<file path="config.mk">
export PLATFORM = sky130hd
export DESIGN_NAME = huff_block_ctrl
export DESIGN_NICKNAME = d
export VERILOG_FILES = /design/src/rtl/huff_block_ctrl.sv
export SDC_FILE = /design/constraint.sdc
export NUM_CORES = 1
export LEC_CHECK = 0
export ABC_AREA = 1
export BUFFER_PORTS_ARGS = -buffer_cell sky130_fd_sc_hd__buf_4
export CAP_MARGIN = 15
export CORE_AREA = 5 5 185 169
export DETAILED_ROUTE_END_ITERATION = 12
export DIE_AREA = 0 0 190 174
export PLACE_DENSITY_LB_ADDON = 0.2
export SYNTH_ARGS = -nofsm -noshare
export SYNTH_HDL_FRONTEND = slang
export SYNTH_SLANG_ARGS = --single-unit
</file>
<file path="constraint.sdc">
create_clock -name clk_i -period 10.28 [get_ports clk_i]
set_input_delay 1.028 -clock clk_i [delete_from_list [all_inputs] [get_ports clk_i]]
set_output_delay 1.028 -clock clk_i [all_outputs]
set_load 0.02 [all_outputs]
</file>
<file path="src/rtl/huff_block_ctrl.sv">
// huff_block_ctrl: collects a block of 4-bit symbols into a histogram, then sequences tree build and encode under a watchdog.
module huff_block_ctrl #(
  parameter int BLOCK_LEN = 255,
  parameter int CNT_W     = 8,
  parameter int TIMEOUT   = 4096
) (
  input  logic             clk_i,
  input  logic             rst_i,
  input  logic             wr_en_i,
  input  logic [3:0]       data_in_i,
  input  logic             flush_i,
  output logic             wr_ready_o,
  output logic             drop_o,
  input  logic [3:0]       freq_addr_i,
  output logic [CNT_W-1:0] freq_data_o,
  output logic [CNT_W-1:0] sym_count_o,
  output logic             build_start_o,
  input  logic             build_done_i,
  output logic             enc_start_o,
  input  logic             enc_done_i,
  output logic             busy_o,
  output logic             block_done_o,
  output logic             err_timeout_o
);
  localparam int WD_W = $clog2(TIMEOUT) + 1;
  typedef enum logic [2:0] {IDLE, COLLECT, BUILD, ENCODE, DONE} state_t;
  state_t state_q, state_d;
  logic [CNT_W-1:0] freq_q [16];
  logic [CNT_W-1:0] cnt_q;
  logic [WD_W-1:0] wd_q;
  logic wr_ready_q, drop_q, build_start_q, enc_start_q, busy_q, block_done_q, err_q;
  logic open_w, acc, expire, clr;
  always_comb begin
    open_w = state_q == IDLE || state_q == COLLECT;
    acc    = wr_en_i && open_w;
    expire = wd_q == WD_W'(TIMEOUT - 1) &&
             ((state_q == BUILD && !build_done_i) || (state_q == ENCODE && !enc_done_i));
    clr    = state_q == DONE || expire;
    state_d = state_q;
    // flush alone in IDLE is ignored so no empty block is ever built
    if (open_w && ((acc && cnt_q == CNT_W'(BLOCK_LEN - 1)) || (flush_i && (acc || state_q == COLLECT))))
      state_d = BUILD;
    else if (acc)
      state_d = COLLECT;
    else if (state_q == BUILD && build_done_i)
      state_d = ENCODE;
    else if (state_q == ENCODE && enc_done_i)
      state_d = DONE;
    else if (clr)
      state_d = IDLE;
  end
  always_ff @(posedge clk_i or posedge rst_i) begin
    if (rst_i) begin
      state_q       <= IDLE;
      cnt_q         <= '0;
      wd_q          <= '0;
      wr_ready_q    <= 1'b1;
      drop_q        <= 1'b0;
      build_start_q <= 1'b0;
      enc_start_q   <= 1'b0;
      busy_q        <= 1'b0;
      block_done_q  <= 1'b0;
      err_q         <= 1'b0;
      for (int i = 0; i < 16; i++) freq_q[i] <= '0;
    end else begin
      state_q       <= state_d;
      wd_q          <= state_d != state_q ? '0 : wd_q + WD_W'(1);
      wr_ready_q    <= state_d == IDLE || state_d == COLLECT;
      drop_q        <= wr_en_i && !open_w;
      build_start_q <= state_d == BUILD && state_q != BUILD;
      enc_start_q   <= state_d == ENCODE && state_q != ENCODE;
      busy_q        <= state_d != IDLE;
      block_done_q  <= state_d == DONE;
      err_q         <= err_q || expire;
      cnt_q         <= clr ? '0 : cnt_q + CNT_W'(acc);
      for (int i = 0; i < 16; i++)
        freq_q[i] <= clr ? '0 : freq_q[i] + CNT_W'(acc && data_in_i == 4'(i));
    end
  end
  assign freq_data_o   = freq_q[freq_addr_i];
  assign sym_count_o   = cnt_q;
  assign wr_ready_o    = wr_ready_q;
  assign drop_o        = drop_q;
  assign build_start_o = build_start_q;
  assign enc_start_o   = enc_start_q;
  assign busy_o        = busy_q;
  assign block_done_o  = block_done_q;
  assign err_timeout_o = err_q;
endmodule

</file>
==> impl_metrics.yaml, run 1 <==
routing:
  drc: 0
  wl_per_cell_um: 14.4
  routed_wl_um: 21400
  drtIter0Drc: 357
  antenna_left: 0
  via_count: 6688
  drt_first_pass_iters: 4
  via_per_inst: 4.52
power:
  ir_drop_uv: 135
  p_per_area_nw_per_um2: 176
  p_leak_nw: 4.66
critical_path:
  slowest_delay_ns: 0.77
  timing.critical_path.mode_cell: "buf_4"
  crit_type: "input pin to output port"
  crit_buf_inv: 3
  required_ns: 9.25
  cp_max_fo: 103
  start_kind: "input pin"
  cp_cell_sequence: "buf_4, buf_4, mux2i_1, o21ai_0, o221ai_1, nand2_1, buf_4"
  cpLargestDelayFamily: "buffers and inverters"
  worstPathArrival_ns: 3.09
  timing.critical_path.to_type: "output port"
  cp_slowest_cell: "buf_4"
clock_tree:
  clock_path_buffers: 2
  clk_pin_slew_worst_paths_ns: 0.06
  insertion_delay_ns: 0.43
  clock-root-buffer: "clkbuf_16"
  numCtsBuffers: 17
  ctsHoldBuffers: 0
  cts_tree: "done"
  cts_setup_buffers: 0
  cts_resized: 0
  clock_sinks: 159
  htree_levels: 4
placement:
  gp_congestion: 0.747
  port_buffers: 36
  dp_hpwl_um: 14600
  place_inst: 1448
  dp_slack_ns: 6.11
  detailed_place.area_um2: 9190
cells_and_area:
  layout_commonest_cell: "dfrtp_1"
  stdcell_count: 1480
  syn_to_final_growth_pct: 14.4
  nNetsFinal: 1113
  post-route-cell-area_um2: 9790
  mostFrequentLayoutCells: "158 x dfrtp_1, 144 x nor2_1, 143 x inv_1"
  n_antenna_cell: 0
  layout-drive-gt1-share_pct: 9.56
synthesis:
  ys_warn_count: 0
  syn_area_per_cell_um2: 8.19
  seq_area_frac_synth_pct: 46.5
  synthesis.area_um2: 8560
  synth_nets: 1094
  synth_seq_cells: 159
  syn_inst: 1045
  synth.distinct_cells: 31
  synth_area_leader_cell: "dfrtp_1"
  synth_top_cell_area_share_pct: 46.2
  synth_area_leaders: "dfrtp_1 46%, inv_1 6.3%, nor2_1 6.3%"
global_route:
  track_usage_pct: 13.5
  first_global_vias: 6606
  grt_overflow: 0
  grt_pass1_wl_um: 35900
  grt_antenna_before_repair: 0
  grt_start_max_net_pins: 104
floorplan:
  core_um2: 29400
  rows: 60
  die_w_um: 190
  io_pins: 37
  die_y_um: 174
  start_util_pct: 29.2
  die-area_um2: 33100
timing:
  max-slew-margin-rel_pct: 30.4
  tns_ns: 0
  clock_skew_ns: 0.00703
  setup_ws_ns: 6.16
  worst_slew_pin_slew_ns: 1.04
  period_share_pct: 40.1
  finalHoldViolations: 0
  finalSetupViolations: 0
  min_period_ns: 4.12
  slew_viol_final: 0
  rsz0062_at_grt: "no"
  max_freq_mhz: 243
status:
  status: "finished, final reports clean"
worst_hold_path:
  hold_path_class: "register to register"
job:
  maxCapViolations: 0
power breakdown:
part,switching [mW],internal (mW)
logic,0.242,0.101
clock network,0.274,0.390
registers,0.0402,0.681
cells in the mapped netlist (all sizes together):
cell type / count
o221ai: 12
dfstp: 1
nand4: 4
nor3: 57
nor4: 7
buf: 22
mux2i: 15
inv: 149
o21ai: 58
a21oi: 82
ha: 35
xor2: 25
clkbuf: 17
nor2: 160
and3: 14
dfrtp: 158
nand3: 41
nor3b: 34
o211ai: 9
nand2: 142
xnor2: 3
sequential cells by signal, indices dropped and copies added (netlist names), 3 cells and up:
signal	cells
sym_count_o	8
freq_q	128
wd_q	13
state_q	3
worst reg2reg max path, stage by stage, from the launching register on:
cell     delay [ns]
dfrtp_1        0.39
ha_1           0.21
nand2_2        0.08
nor2_4         0.13
nand2_2        0.09
nor2_2         0.13
nand2_2        0.11
nand2_4        0.62
buf_4          0.77
nor3_1         0.20
final cells by class:
cell class | count | area [um2]
clock buffers | 19 | 443
clock inverters | 13 | 163
fillers | 3109 | 19600
inverters | 149 | 567
multi-input cells | 698 | 3840
flip-flops and latches | 159 | 3980
well taps | 403 | 504
repair buffers | 39 | 293
per-layer routing:
metal / track usage, % / wire length (um) / up-vias
li1: - / - / 3456
met1: 20.1 / 11200 / 3136
met2: 20.3 / 9400 / 79
met3: 2.51 / 568 / 17
met4: 3.44 / 241 / 0
met5: 0 / 0 / -
through the flow:
step / hold slack (ns) / power [mW] / util, %
finish: 0.470 / 1.73 / 33.4
detailed placement: 0.459 / 1.08 / 31.3
global route: 0.495 / 1.83 / 33.4
floorplan: 0.451 / 0.988 / -
CTS: 0.483 / 1.76 / 33.4
global placement: 0.466 / 1.08 / 31.3
cell families (layout without fill, tap and decap cells):
group / Yosys count / count (layout) / synth area share [%]
DFF: 159 / 159 / 46.5
xor gates and xnor gates: 28 / 28 / 2.87
AOI/OAI and AO/OA: 161 / 161 / 10.2
buffers and inverters: 188 / 220 / 8.66
and+or+nand+nor: 459 / 459 / 24.9
adders and majority gates: 35 / 35 / 5.12
muxes: 15 / 15 / 1.75
path summary, 6_finish.rpt:
path,from,end,slack [ns],cells past startpoint
worst max-delay path,freq_addr_i[0],freq_data_o[1],6.16,7
worst min-delay path,err_timeout_o$_DFF_PP0_,err_timeout_o$_DFF_PP0_,0.47,2
worst max register to register,wd_q[0]$_DFF_PP0_,freq_q[87]$_DFF_PP0_,7.39,9
worst min register to register,err_timeout_o$_DFF_PP0_,err_timeout_o$_DFF_PP0_,0.47,2
max in group asynchronous,rst_i,freq_q[101]$_DFF_PP0_,8.16,3
min in group asynchronous,rst_i,err_timeout_o$_DFF_PP0_,0.77,2
Power figures use the tool's default switching activity.
==> run 2: changes to the inputs <==
==> constraint.sdc (replaced) <==
create_clock -name clk_i -period 3.9 [get_ports clk_i]
set_input_delay 0.39 -clock clk_i [delete_from_list [all_inputs] [get_ports clk_i]]
set_output_delay 0.39 -clock clk_i [all_outputs]
set_load 0.02 [all_outputs]
==> impl_metrics.yaml, run 2 (same netlist as run 1, synthesis figures left out) <==
cells_and_area:
  regMostFlops: "freq_q"
  mostFrequentLayoutCells: "158 x dfrtp_1, 144 x nor2_1, 143 x inv_1"
  filler_cell_count: 3116
  layout_commonest_cell: "dfrtp_1"
  post-route-cell-area_um2: 9900
  nNetsFinal: 1118
  n_antenna_cell: 0
  largest_reg_flops: 128
  layout-drive-gt1-share_pct: 10.1
  syn_to_final_growth_pct: 15.7
critical_path:
  cp_max_fo: 49
  start_kind: "input pin"
  crit_type: "input pin to output port"
  timing.critical_path.to_type: "output port"
  required_ns: 3.51
  worstPathArrival_ns: 2.06
timing:
  max-slew-margin-rel_pct: 56.8
  rsz0062_at_grt: "no"
  min_period_ns: 2.45
  finalSetupViolations: 0
  tns_ns: 0
  slew_viol_final: 0
  period_share_pct: 62.8
  max_freq_mhz: 408
  finalHoldViolations: 0
  finalHoldWorstSlack_ns: 0.0313
  clock_skew_ns: 0.0132
  worst_slew_pin_slew_ns: 0.647
global_route:
  grt_start_max_net_pins: 75
  first_global_vias: 6524
  grt_overflow: 0
  grt_pass1_wl_um: 34400
  grt_antenna_before_repair: 0
  track_usage_pct: 13.0
floorplan:
  core_um2: 29400
  die-area_um2: 33100
  start_util_pct: 29.2
  die_y_um: 174
  die_w_um: 190
  rows: 60
  io_pins: 37
routing:
  met1_length_um: 10400
  via_count: 6628
  drc: 0
  routed.top_layer: "met4"
  via_per_inst: 4.46
  antenna_left: 0
  wl_met3_um: 606
  drtIter0Drc: 381
  drt_first_pass_iters: 6
  wl_met2_um: 9220
  routed_wl_um: 20400
  wl_per_cell_um: 13.8
clock_tree:
  htree_levels: 4
  cts_resized: 0
  clock_sinks: 159
  clk_pin_slew_worst_paths_ns: 0.06
  ctsHoldBuffers: 0
  cts_setup_buffers: 0
  numCtsBuffers: 17
  clock_path_buffers: 2
  insertion_delay_ns: 0.43
  clock-root-buffer: "clkbuf_16"
  cts_tree: "done"
placement:
  detailed_place.area_um2: 9270
  dp_hpwl_um: 14400
  port_buffers: 36
  gp_congestion: 0.764
job:
  maxCapViolations: 0
worst_hold_path:
  hold_path_class: "input pin to async pin"
power:
  p_per_area_nw_per_um2: 466
  ir_drop_uv: 377
  p_leak_nw: 4.71
status:
  status: "finished, final reports clean"
-- run 2: path summary, 6_finish.rpt --
| path | from | to | slack (ns) | cells past startpoint |
|---|---|---|---|---|
| setup / recovery | freq_addr_i[0] | freq_data_o[7] | 1.45 | 8 |
| hold / removal | rst_i | sym_count_o[3]$_DFF_PP0_ | 0.03 | 2 |
| setup reg to reg | state_q[1]$_DFF_PP0_ | freq_q[78]$_DFF_PP0_ | 1.48 | 16 |
| hold reg to reg | err_timeout_o$_DFF_PP0_ | err_timeout_o$_DFF_PP0_ | 0.47 | 2 |
| max in group asynchronous | rst_i | freq_q[34]$_DFF_PP0_ | 3.08 | 3 |
| min in group clk_i | wr_en_i | drop_o$_DFF_PP0_ | 0.20 | 3 |
-- run 2: final cells by class --
| type | instances | area (um2) | share of cell area (%) |
|---|---|---|---|
| inverter | 149 | 566 | 5.71 |
| tap | 403 | 504 | 5.09 |
| sequential | 159 | 3980 | 40.2 |
| clock buffer | 20 | 467 | 4.71 |
| multi-input combinational | 698 | 3840 | 38.8 |
| timing repair buffer | 44 | 380 | 3.84 |
| clock inverter | 12 | 158 | 1.59 |
-- run 2: critical path, cell delays in order --
cell      delay, ns
buf_4          0.43
buf_4          0.27
nor2_1         0.06
a21oi_1        0.12
o21ai_0        0.14
o221ai_1       0.36
nand2_1        0.10
buf_4          0.17
-- run 2: where the power goes --
group | internal, mW | switching, mW
registers | 1.80 | 0.103
logic | 0.285 | 0.641
clock network | 1.06 | 0.726
total | 3.14 | 1.47
-- run 2: metrics by stage --
step	utilization, %	power [mW]	setup WS (ns)	std cells
4_1_cts	33.7	4.70	1.47	1485
2_1_floorplan	-	2.61	1.50	1045
5_1_grt	33.7	4.90	1.18	1485
3_3_place_gp	31.6	2.88	1.48	1453
3_5_place_dp	31.6	2.87	1.47	1453
6_report	33.7	4.61	1.45	1485
-- run 2: routing by layer --
layer,track usage [%],vias up
met4,3.56,0
met5,0,-
met2,19.9,78
met1,18.5,3092
li1,-,3451
met3,2.83,7
